===== src/rtl/key_pad_pkg.sv =====
// rtl/key_pad_pkg.sv - shared keypad types and helpers
// Purpose: definitions shared by the keypad scanner and the keypad emulator.
//   T1MS_DEFAULT  : clk cycles per 1 ms tick at 50 MHz
//   key_code_t    : 4-bit key code {row_idx[1:0], col_idx[1:0]}
//   key_onehot_t  : one-hot row and column lines of a key
//   emu_state_t   : emulator FSM states
//   key_to_onehot : key code -> {row_bit, col_bit}
package key_pad_pkg;

  localparam int T1MS_DEFAULT = 50_000;

  typedef logic [3:0] key_code_t;

  typedef struct packed {
    logic [3:0] row_bit;
    logic [3:0] col_bit;
  } key_onehot_t;

  typedef enum logic [2:0] {
    ST_IDLE,
    ST_PRESS_BNC,
    ST_HOLD,
    ST_REL_BNC,
    ST_GAP
  } emu_state_t;

  function automatic key_onehot_t key_to_onehot(input key_code_t key);
    key_onehot_t r;
    r.row_bit = 4'b0001 << key[3:2];
    r.col_bit = 4'b0001 << key[1:0];
    return r;
  endfunction

endpackage


===== src/rtl/key_pad_emu_if.sv =====
// rtl/key_pad_emu_if.sv - key-press command and status interface
// Purpose: groups the command handshake and status lines of the keypad emulator.
//   cmd_valid   : key-press command valid (master -> slave)
//   cmd_ready   : emulator can take a command (slave -> master)
//   cmd_key     : key code to press
//   cmd_hold_ms : stable-closed time in ms ticks, 0 behaves as 1
//   cmd_abort   : force immediate release
//   busy        : emulator is not idle
//   done        : one-cycle pulse when a press sequence completes
// Modports: master drives commands, slave is the emulator.
interface key_pad_emu_if;
  import key_pad_pkg::*;

  logic        cmd_valid;
  logic        cmd_ready;
  key_code_t   cmd_key;
  logic [15:0] cmd_hold_ms;
  logic        cmd_abort;
  logic        busy;
  logic        done;

  modport master (
    output cmd_valid, cmd_key, cmd_hold_ms, cmd_abort,
    input  cmd_ready, busy, done
  );

  modport slave (
    input  cmd_valid, cmd_key, cmd_hold_ms, cmd_abort,
    output cmd_ready, busy, done
  );

endinterface


===== src/rtl/ms_tick_gen.sv =====
// rtl/ms_tick_gen.sv - free-running millisecond tick generator
// Purpose: counts 0..T1MS-1 and flags the last count as the 1 ms tick.
//   clk   in  : system clock
//   rst_n in  : synchronous active-low reset, clears the counter
//   tick  out : high for the one cycle where the count equals T1MS-1
module ms_tick_gen #(
  parameter int T1MS = key_pad_pkg::T1MS_DEFAULT
) (
  input  logic clk,
  input  logic rst_n,
  output logic tick
);

  localparam int CW = (T1MS > 1) ? $clog2(T1MS) : 1;
  localparam logic [CW-1:0] LAST = CW'(T1MS - 1);

  logic [CW-1:0] cnt;

  always_ff @(posedge clk) begin
    if (!rst_n) begin
      cnt <= '0;
    end else if (cnt == LAST) begin
      cnt <= '0;
    end else begin
      cnt <= cnt + CW'(1);
    end
  end

  assign tick = (cnt == LAST);

endmodule


===== src/rtl/key_pad_emu.sv =====
// rtl/key_pad_emu.sv - 4x4 matrix keypad emulator with contact bounce
// Purpose: far end of a keypad scan interface; answers the scanner's column
//   drive with row feedback as if the commanded key were pressed, including
//   bounce on press and release and an open-contact gap afterwards.
//   clk    in  : system clock
//   rst_n  in  : synchronous active-low reset
//   col    in  : column drive from scanner, active-high
//   row    out : row feedback to scanner, active-high, combinational from col
//   cmd_if     : key_pad_emu_if.slave (command handshake, abort, busy, done)
module key_pad_emu
  import key_pad_pkg::*;
#(
  parameter int T1MS      = T1MS_DEFAULT,
  parameter int BOUNCE_MS = 4,
  parameter int GAP_MS    = 25
) (
  input  logic          clk,
  input  logic          rst_n,
  input  logic [3:0]    col,
  output logic [3:0]    row,
  key_pad_emu_if.slave  cmd_if
);

  localparam logic [15:0] BNC_LAST = 16'(BOUNCE_MS - 1);
  localparam logic [15:0] GAP_LAST = 16'(GAP_MS - 1);

  emu_state_t  state_q, state_d;
  logic [15:0] cnt_q, cnt_d;
  logic [15:0] hold_q, hold_d;
  key_code_t   key_q, key_d;
  logic        contact_q, contact_d;
  logic        done_q, done_d;
  logic        tick;
  logic        gap_exit;
  key_onehot_t key_oh;

  ms_tick_gen #(.T1MS(T1MS)) u_tick (
    .clk   (clk),
    .rst_n (rst_n),
    .tick  (tick)
  );

  always_ff @(posedge clk) begin
    if (!rst_n) begin
      state_q   <= ST_IDLE;
      cnt_q     <= '0;
      hold_q    <= 16'd1;
      key_q     <= '0;
      contact_q <= 1'b0;
      done_q    <= 1'b0;
    end else begin
      state_q   <= state_d;
      cnt_q     <= cnt_d;
      hold_q    <= hold_d;
      key_q     <= key_d;
      contact_q <= contact_d;
      done_q    <= done_d;
    end
  end

  // The GAP exit on its final tick wins over a simultaneous abort.
  assign gap_exit = (state_q == ST_GAP) && tick && (cnt_q == GAP_LAST);

  always_comb begin
    state_d   = state_q;
    cnt_d     = cnt_q;
    hold_d    = hold_q;
    key_d     = key_q;
    contact_d = contact_q;
    done_d    = 1'b0;

    case (state_q)
      ST_IDLE: begin
        contact_d = 1'b0;
        if (cmd_if.cmd_valid) begin
          key_d     = cmd_if.cmd_key;
          hold_d    = (cmd_if.cmd_hold_ms == 16'd0) ? 16'd1 : cmd_if.cmd_hold_ms;
          cnt_d     = '0;
          contact_d = 1'b1;
          state_d   = (BOUNCE_MS > 0) ? ST_PRESS_BNC : ST_HOLD;
        end
      end
      ST_PRESS_BNC: begin
        if (tick) begin
          if (cnt_q == BNC_LAST) begin
            state_d   = ST_HOLD;
            cnt_d     = '0;
            contact_d = 1'b1;
          end else begin
            cnt_d     = cnt_q + 16'd1;
            contact_d = ~contact_q;
          end
        end
      end
      ST_HOLD: begin
        contact_d = 1'b1;
        if (tick) begin
          // hold_q is at least 1, so hold_q-1 never wraps.
          if (cnt_q == hold_q - 16'd1) begin
            state_d   = (BOUNCE_MS > 0) ? ST_REL_BNC : ST_GAP;
            cnt_d     = '0;
            contact_d = 1'b0;
          end else begin
            cnt_d = cnt_q + 16'd1;
          end
        end
      end
      ST_REL_BNC: begin
        if (tick) begin
          if (cnt_q == BNC_LAST) begin
            state_d   = ST_GAP;
            cnt_d     = '0;
            contact_d = 1'b0;
          end else begin
            cnt_d     = cnt_q + 16'd1;
            contact_d = ~contact_q;
          end
        end
      end
      ST_GAP: begin
        contact_d = 1'b0;
        if (tick) begin
          if (gap_exit) begin
            state_d = ST_IDLE;
            cnt_d   = '0;
            done_d  = 1'b1;
          end else begin
            cnt_d = cnt_q + 16'd1;
          end
        end
      end
      default: begin
        state_d   = ST_IDLE;
        cnt_d     = '0;
        contact_d = 1'b0;
      end
    endcase

    if (cmd_if.cmd_abort && (state_q != ST_IDLE) && !gap_exit) begin
      state_d   = ST_GAP;
      cnt_d     = '0;
      contact_d = 1'b0;
      done_d    = 1'b0;
    end
  end

  assign key_oh = key_to_onehot(key_q);

  // Zero latency from col to row; an all-ones column probe also hits the key.
  assign row = (contact_q && |(col & key_oh.col_bit)) ? key_oh.row_bit : 4'b0000;

  assign cmd_if.cmd_ready = (state_q == ST_IDLE);
  assign cmd_if.busy      = (state_q != ST_IDLE);
  assign cmd_if.done      = done_q;

endmodule


===== src/flat_wrapper.sv =====
// flat-port wrapper written by rule: the top's interface ports become plain ports
module key_pad_emu_flat import key_pad_pkg::*;
#(
  parameter int T1MS      = T1MS_DEFAULT,
  parameter int BOUNCE_MS = 4,
  parameter int GAP_MS    = 25
)
  (clk, rst_n, col, row, cmd_if_cmd_valid, cmd_if_cmd_key, cmd_if_cmd_hold_ms, cmd_if_cmd_abort, cmd_if_cmd_ready, cmd_if_busy, cmd_if_done);
  key_pad_emu_if cmd_if_i ();
  input  logic clk;
  input  logic rst_n;
  input  logic [3:0] col;
  output logic [3:0] row;
  input wire logic [$bits(cmd_if_i.cmd_valid)-1:0] cmd_if_cmd_valid;
  input wire logic [$bits(cmd_if_i.cmd_key)-1:0] cmd_if_cmd_key;
  input wire logic [$bits(cmd_if_i.cmd_hold_ms)-1:0] cmd_if_cmd_hold_ms;
  input wire logic [$bits(cmd_if_i.cmd_abort)-1:0] cmd_if_cmd_abort;
  output wire logic [$bits(cmd_if_i.cmd_ready)-1:0] cmd_if_cmd_ready;
  output wire logic [$bits(cmd_if_i.busy)-1:0] cmd_if_busy;
  output wire logic [$bits(cmd_if_i.done)-1:0] cmd_if_done;
  assign cmd_if_i.cmd_valid = cmd_if_cmd_valid;
  assign cmd_if_i.cmd_key = cmd_if_cmd_key;
  assign cmd_if_i.cmd_hold_ms = cmd_if_cmd_hold_ms;
  assign cmd_if_i.cmd_abort = cmd_if_cmd_abort;
  assign cmd_if_cmd_ready = cmd_if_i.cmd_ready;
  assign cmd_if_busy = cmd_if_i.busy;
  assign cmd_if_done = cmd_if_i.done;
  key_pad_emu #(.T1MS(T1MS), .BOUNCE_MS(BOUNCE_MS), .GAP_MS(GAP_MS)) u_core (.clk(clk), .rst_n(rst_n), .col(col), .row(row), .cmd_if(cmd_if_i));
endmodule

===== config.mk =====
export PLATFORM = sky130hd
export DESIGN_NAME = key_pad_emu_flat
export DESIGN_NICKNAME = d
export VERILOG_FILES = /design/src/rtl/key_pad_pkg.sv /design/src/rtl/key_pad_emu_if.sv /design/src/rtl/ms_tick_gen.sv /design/src/rtl/key_pad_emu.sv /design/src/flat_wrapper.sv
export SDC_FILE = /design/constraint.sdc
export NUM_CORES = 1
export LEC_CHECK = 0
export CAP_MARGIN = 20
export CORE_ASPECT_RATIO = 1.5
export CORE_MARGIN = 2
export CORE_UTILIZATION = 56
export DETAILED_ROUTE_END_ITERATION = 8
export PLACE_DENSITY = 0.85
export SYNTH_ARGS = -nofsm -noshare
export SYNTH_HDL_FRONTEND = slang
export SYNTH_SLANG_ARGS = --single-unit
export TNS_END_PERCENT = 30

===== constraint.sdc =====
create_clock -name clk -period 4.65 [get_ports clk]
set_input_delay 0.6975 -clock clk [delete_from_list [all_inputs] [get_ports clk]]
set_output_delay 0.6975 -clock clk [all_outputs]
set_load 0.005 [all_outputs]

==> results.ini, run 1 <==
[worst_setup_path]
crit_type = register to register
reg2reg_slack_ns = 1.52
reg2reg_to = u_core.cnt_q[6]
worstReg2RegStart = u_core.hold_q[0]
critPathArrivalTime_ns = 3.35
critPathLaunch = u_core.hold_q[0]
crit_fanout = 23
endpoint = u_core.cnt_q[6]
worst-r2r-cell-count = 10
required_ns = 4.88
end_kind = register
cp-start-kind = register

[route]
initialDrtViolationCount = 95
drt-pass1-iter-count = 5
viasPerCell = 5.83
drt-total-wl_mm = 7.83
drc = 0
ant_nets = 0
vias = 3037
post_drt_wl_per_cell_um = 15.0

[sta]
slew_headroom_pct = 43.4
setup_tns_ns = 0
final.period_utilization_pct = 67.2
worst_pin_slew_ns = 0.849
min_period_ns = 3.13
finalSetupViolations = 0
grt_setup_unrepaired = false
fin_ws_ns = 1.52
fin_skew_ns = 0.00981
hold_ws_ns = 0.456
drv_slew = 0
finalHoldViolCount = 0
fmax_ghz = 0.320

[clocking]
cts_sinks = 57
cts-buffers-inserted = 9
clk_pin_slew_ns = 0.06
cts_setup_buffers = 0
clock_latency_ns = 0.33
cts_tree = done
cts_buffer_depth = 2
root_buffer = clkbuf_8
htreeDepth = 3
post_cts_resized = 0
cts_hold_buf = 0

[layout]
regArea_um2 = 1140
n_antenna_cell = 0
area.growth.synth_to_final_pct = 15.9
layout-drive-gt1-share_pct = 5.12
final_area_um2 = 3850
finish.net_count = 478
fill_cells = 502
multiInputGateArea_um2 = 2020

[placement]
pre_cts_ws_ns = 1.54
hpwl_mm = 5.94
portBuffers = 34
placed_cell_area_um2 = 3670
gp_congestion = 0.855

[global_routing]
grt_pass1_wl_mm = 13.0
grt_max_degree = 26
grt_pass1_vias = 3037
antenna_found_initial = 0
grt_overflow_total = 0
grt_use_total_pct = 25.7

[synth]
yosys-top-cells-area = dfxtp_1 (34%), nand2_1 (7.7%), xnor2_1 (5.0%), a21boi_0 (4.3%), nor2_1 (4.1%)
synth_nets = 452
ys_seq_area_share_pct = 34.4
post_synth.cell_area_avg_um2 = 7.91
netlist.top_cell.by_area = dfxtp_1
synth-edff-count = 0
ys.warnings.count = 0
ys_ff_latch = 57
synth_cell_types = 58
synthCells = 420
synthArstFlopShare_pct = 0
syn-cell-area_um2 = 3320
synth_ff_type = dfxtp_1
synth_top_cell_area_share_pct = 34.4

[power_and_ir_drop]
clkPwrFrac_pct = 27.8
leakagePower_nw = 1.45
ir_drop_v = 0.000334
comb_power_share_pct = 32.8
p_int_mw = 1.02
p_switching_mw = 0.552
p_per_area_nw_per_um2 = 407
p_sw_share_pct = 35.2
seqPwrFrac_pct = 39.4

[die]
core-area_um2 = 5790
initial_core_util_pct = 57.4
rows = 34
die_area_um2 = 6570
die_w_um = 66.9
ioPinCount = 35
die_h_um = 98.3

[hold_path]
hold_path_class = register to register
worstHoldPathCells = 1
worstHoldStart = u_core.u_tick.cnt[0]

[job]
cap_violations = 0

[outcome]
status = finished clean

final cells by class:
cell class              count  area share, %
repair buffers             36           9.23
clock inverters             4           1.17
multi-input cells         325           52.4
flip-flops and latches     57           29.6
clock buffers              10           3.57
inverters                  17           1.66
well taps                  72           2.34
flip-flops by register name, summed over array words and instances (netlist names):
register / cells
u_core.cmd_if.done: 1
u_core.contact_q: 1
u_core.key_q: 4
u_core.hold_q: 16
u_core.state_q: 3
u_core.cnt_q: 16
u_core.u_tick.cnt: 16
logic make-up after synthesis:
| family | share of synthesized area [%] |
|---|---|
| AO/OA/AOI/OAI | 15.5 |
| multiplexers | 1.88 |
| XOR/XNOR | 8.97 |
| adder cells (fa/ha/maj) | 1.51 |
| flip-flops | 34.4 |
| buffers and inverters | 4.90 |
| AND/OR/NAND/NOR | 32.9 |
worst min-delay path by stage:
stage,end,slack (ns)
after detailed placement,u_core.u_tick.cnt[0],0.45
after global routing,u_core.u_tick.cnt[0],0.49
after CTS,u_core.u_tick.cnt[0],0.46
after floorplan,u_core.u_tick.cnt[0],0.41
after global placement,u_core.u_tick.cnt[0],0.43
final,u_core.u_tick.cnt[0],0.46
per-layer routing:
layer / routed length, µm / track usage, % / up-vias
li1: - / - / 1524
met4: 292 / 16.2 / 0
met3: 360 / 6.22 / 29
met5: 0 / 0 / -
met1: 3030 / 26.2 / 1395
met2: 4150 / 45.2 / 89
synthesized netlist by cell type (2+ instances only):
| library cell | instances |
|---|---|
| a211o_1 | 3 |
| a211oi_1 | 2 |
| a21boi_0 | 19 |
| a21o_1 | 3 |
| a21oi_1 | 9 |
| a2bb2oi_1 | 5 |
| a31oi_1 | 3 |
| and2_1 | 4 |
| and3_1 | 13 |
| and4_1 | 4 |
| buf_6 | 2 |
| clkbuf_1 | 17 |
| dfxtp_1 | 57 |
| ha_1 | 4 |
| inv_1 | 17 |
| mux2i_1 | 4 |
| nand2_1 | 68 |
| nand2b_1 | 7 |
| nand3_1 | 17 |
| nand3b_1 | 4 |
| nand4_1 | 5 |
| nor2_1 | 36 |
| nor2b_1 | 3 |
| nor3_1 | 10 |
| nor3b_1 | 5 |
| nor4_1 | 11 |
| nor4_4 | 2 |
| o211ai_1 | 2 |
| o21ai_0 | 8 |
| o21ai_1 | 6 |
| o21bai_1 | 2 |
| o22ai_1 | 5 |
| or3_1 | 5 |
| or3b_1 | 2 |
| xnor2_1 | 19 |
| xor2_1 | 15 |
cell usage in the layout, fill, tap and decap left out, types with 3 or more instances in the layout:
| cell type | n |
|---|---|
| a21oi_1 | 9 |
| a211o_1 | 3 |
| nor2_1 | 36 |
| a21o_1 | 3 |
| o21ai_1 | 6 |
| and2_1 | 4 |
| o21ai_0 | 8 |
| dfxtp_1 | 57 |
| nand3b_1 | 4 |
| o22ai_1 | 5 |
| clkdlybuf4s50_1 | 34 |
| nand2b_1 | 7 |
| inv_1 | 17 |
| and3_1 | 13 |
| a31oi_1 | 3 |
| nand2_1 | 68 |
| clkinv_2 | 3 |
| a21boi_0 | 19 |
| clkbuf_8 | 10 |
| nand4_1 | 5 |
| nand3_1 | 17 |
| xor2_1 | 15 |
| nor3b_1 | 5 |
| a2bb2oi_1 | 5 |
| nor2b_1 | 3 |
| mux2i_1 | 4 |
| nor3_1 | 10 |
| or3_1 | 5 |
| xnor2_1 | 19 |
| and4_1 | 4 |
| ha_1 | 4 |
| nor4_1 | 11 |
critical path, stage by stage (launching register included):
cell     delay [ns]
dfxtp_1        0.37
inv_1          0.10
ha_1           0.26
or4b_1         0.49
nor2_1         0.15
xnor2_1        0.10
nor4_1         0.23
nand4_1        0.21
o21ai_2        0.71
nor2_1         0.12
a211o_1        0.29
power groups by stage:
stage          clock network (mW)  registers, mW  logic, mW
4_1_cts                     0.445          0.616      0.512
3_5_place_dp                    0          0.626      0.509
5_1_grt                     0.467          0.624      0.570
3_3_place_gp                    0          0.623      0.498
2_1_floorplan                   0          0.586      0.395
6_report                    0.437          0.617      0.514
stage by stage:
stage	util [%]	cells	power, mW
5_1_grt	66.5	521	1.66
3_3_place_gp	63.4	507	1.12
6_report	66.5	521	1.57
4_1_cts	66.5	521	1.57
3_5_place_dp	63.4	507	1.14
2_1_floorplan	-	420	0.981
(Power assumes the default switching activity.)
==> inputs of run 2 (changes only) <==
- CORE_UTILIZATION: 56 -> 51
- PLACE_DENSITY: 0.85 -> 0.82
- clock period: 4.65 -> 2.6 ns (I/O delays scaled with it)
==> run 2 against run 1 <==
- the flow now finishes with violations (setup timing)
- sequential share of layout area is 3.3 points lower
- maximum frequency grew 16%
- power is 110% higher
- first-iteration DRC count grew 84%
- clock-buffer cell count grew 1
- combinational power rose by 120%
- register-to-register slack worse by 1.6 ns
- critical path type unchanged
==> results.ini, run 2 (synthesis results as in run 1) <==
[die]
die_h_um = 103
ioPinCount = 35
rows = 36
core-area_um2 = 6400
die_w_um = 69.9
die_area_um2 = 7190
initial_core_util_pct = 51.9

[clocking]
cts_tree = done
cts_setup_buffers = 0
cts-buffers-inserted = 9
clock_latency_ns = 0.36
htreeDepth = 3
clk_pin_slew_ns = 0.07
root_buffer = clkbuf_8
cts_buffer_depth = 2
cts_sinks = 57

[worst_setup_path]
reg2reg_to = u_core.cnt_q[13]
cp-start-kind = register
worst-r2r-cell-count = 9
cp_slowest_stage_delay_ns = 0.51
critPathArrivalTime_ns = 2.95
crit_slowest_cell = nor4_2
end_kind = register
crit_fanout = 6
cp_cell_sequence = nor4_2, nand4_1, nor2_1, o22ai_1, or3_4, o21ai_4, clkbuf_16, a2bb2oi_1, o21ai_1
reg2reg_slack_ns = -0.09
crit_type = register to register
required_ns = 2.86
critPathLaunch = u_core.cnt_q[7]
endpoint = u_core.cnt_q[13]
worstReg2RegStart = u_core.cnt_q[7]

[sta]
slew_headroom_pct = 53.2
fin_skew_ns = 0.0101
fmax_ghz = 0.372
final.period_utilization_pct = 103
grt_setup_unrepaired = true
finalSetupViolations = 3
min_period_ns = 2.69
worst_pin_slew_ns = 0.696
finalHoldViolCount = 0
drv_slew = 0
fin_ws_ns = -0.0899

[global_routing]
grt_pass1_wl_mm = 14.7
antenna_found_initial = 0
grt_pass1_vias = 3332
grt_max_degree = 26
grt_use_total_pct = 26.0
grt_overflow_total = 0

[placement]
portBuffers = 34
gp_congestion = 0.899
hpwl_mm = 6.53

[layout]
layout-drive-gt1-share_pct = 17.2
regArea_um2 = 1150
finish.net_count = 514
n_antenna_cell = 0
mostFrequentLayoutCells = nand2_1 (68), dfxtp_1 (52), buf_4 (35), nor2_1 (34), clkdlybuf4s50_1 (34)
mostFrequentLayoutCell = nand2_1
multiInputGateArea_um2 = 2140
fill_cells = 491
area.growth.synth_to_final_pct = 31.6
finalCoreUtilization_pct = 68.3
top_regs = u_core.cnt_q: 16 flops, u_core.hold_q: 16 flops, u_core.u_tick.cnt: 16 flops

[route]
post_drt_wl_per_cell_um = 16.7
ant_nets = 0
viasPerCell = 6.03
vias = 3396
drc = 0
drt-pass1-iter-count = 5
initialDrtViolationCount = 175
drt-total-wl_mm = 9.42

[power_and_ir_drop]
ir_drop_v = 0.000629
p_per_area_nw_per_um2 = 748
leakagePower_nw = 1.69
finalPower_mw = 3.27

[hold_path]
worstHoldPathCells = 1
hold_path_class = register to register

[outcome]
status = complete, but fails checks
failed_checks = setup timing

[job]
cap_violations = 0

[run 2: critical path: cells and delay by family, from the launching register on]
family / cells / cell delay, ns
simple gates: 4 / 1.34
compound gates: 4 / 0.71
flops: 1 / 0.33
buf+inv: 1 / 0.21
[run 2: layout make-up]
| class | instances | area share (%) |
|---|---|---|
| inverter | 17 | 1.57 |
| multi-input combinational | 325 | 48.9 |
| clock buffer | 11 | 3.24 |
| sequential | 57 | 26.4 |
| clock inverter | 5 | 2.35 |
| tap | 76 | 2.18 |
| timing repair buffer | 72 | 15.4 |
[run 2: worst min-delay path by stage]
stage / start / slack, ns / end
after floorplan: u_core.u_tick.cnt[0] / 0.41 / u_core.u_tick.cnt[0]
after global placement: u_core.u_tick.cnt[0] / 0.42 / u_core.u_tick.cnt[0]
after detailed placement: u_core.u_tick.cnt[0] / 0.45 / u_core.u_tick.cnt[0]
after CTS: u_core.u_tick.cnt[0] / 0.46 / u_core.u_tick.cnt[0]
after global routing: u_core.u_tick.cnt[0] / 0.47 / u_core.u_tick.cnt[0]
final: u_core.u_tick.cnt[0] / 0.45 / u_core.u_tick.cnt[0]
[run 2: timing repair]
action	4_1_cts	5_1_grt
hold endpoints to repair	0	0
hold buffers	0	0
gates resized for setup	4	27
pin swaps	0	12
endpoints found under the setup margin	9	13
gates cloned	0	2
[run 2: stage by stage]
step	worst slack (ns)	cell area [µm²]	hold WS [ns]	setup TNS [ns]	instances
after detailed placement	-0.0162	3940	0.445	-0.0310	545
after global placement	0.0180	3940	0.421	0	545
final	-0.0899	4370	0.453	-0.109	563
after global routing	-0.0917	4370	0.468	-0.562	563
after CTS	0.0117	4200	0.456	0	561
after floorplan	0.120	3320	0.413	0	420
[run 2: metal layers]
metal,up-vias,track usage (%),wire (µm)
met4,0,19.5,573
met5,-,0,0
li1,1602,-,-
met1,1594,24.8,3400
met2,139,48.4,4990
met3,61,6.06,460
[run 2: power breakdown]
part	leakage, nW	internal [mW]	total (mW)	switching [mW]
clock	0.120	0.661	1.04	0.378
combinational	1.11	0.513	1.14	0.626
sequential	0.465	0.964	1.09	0.126
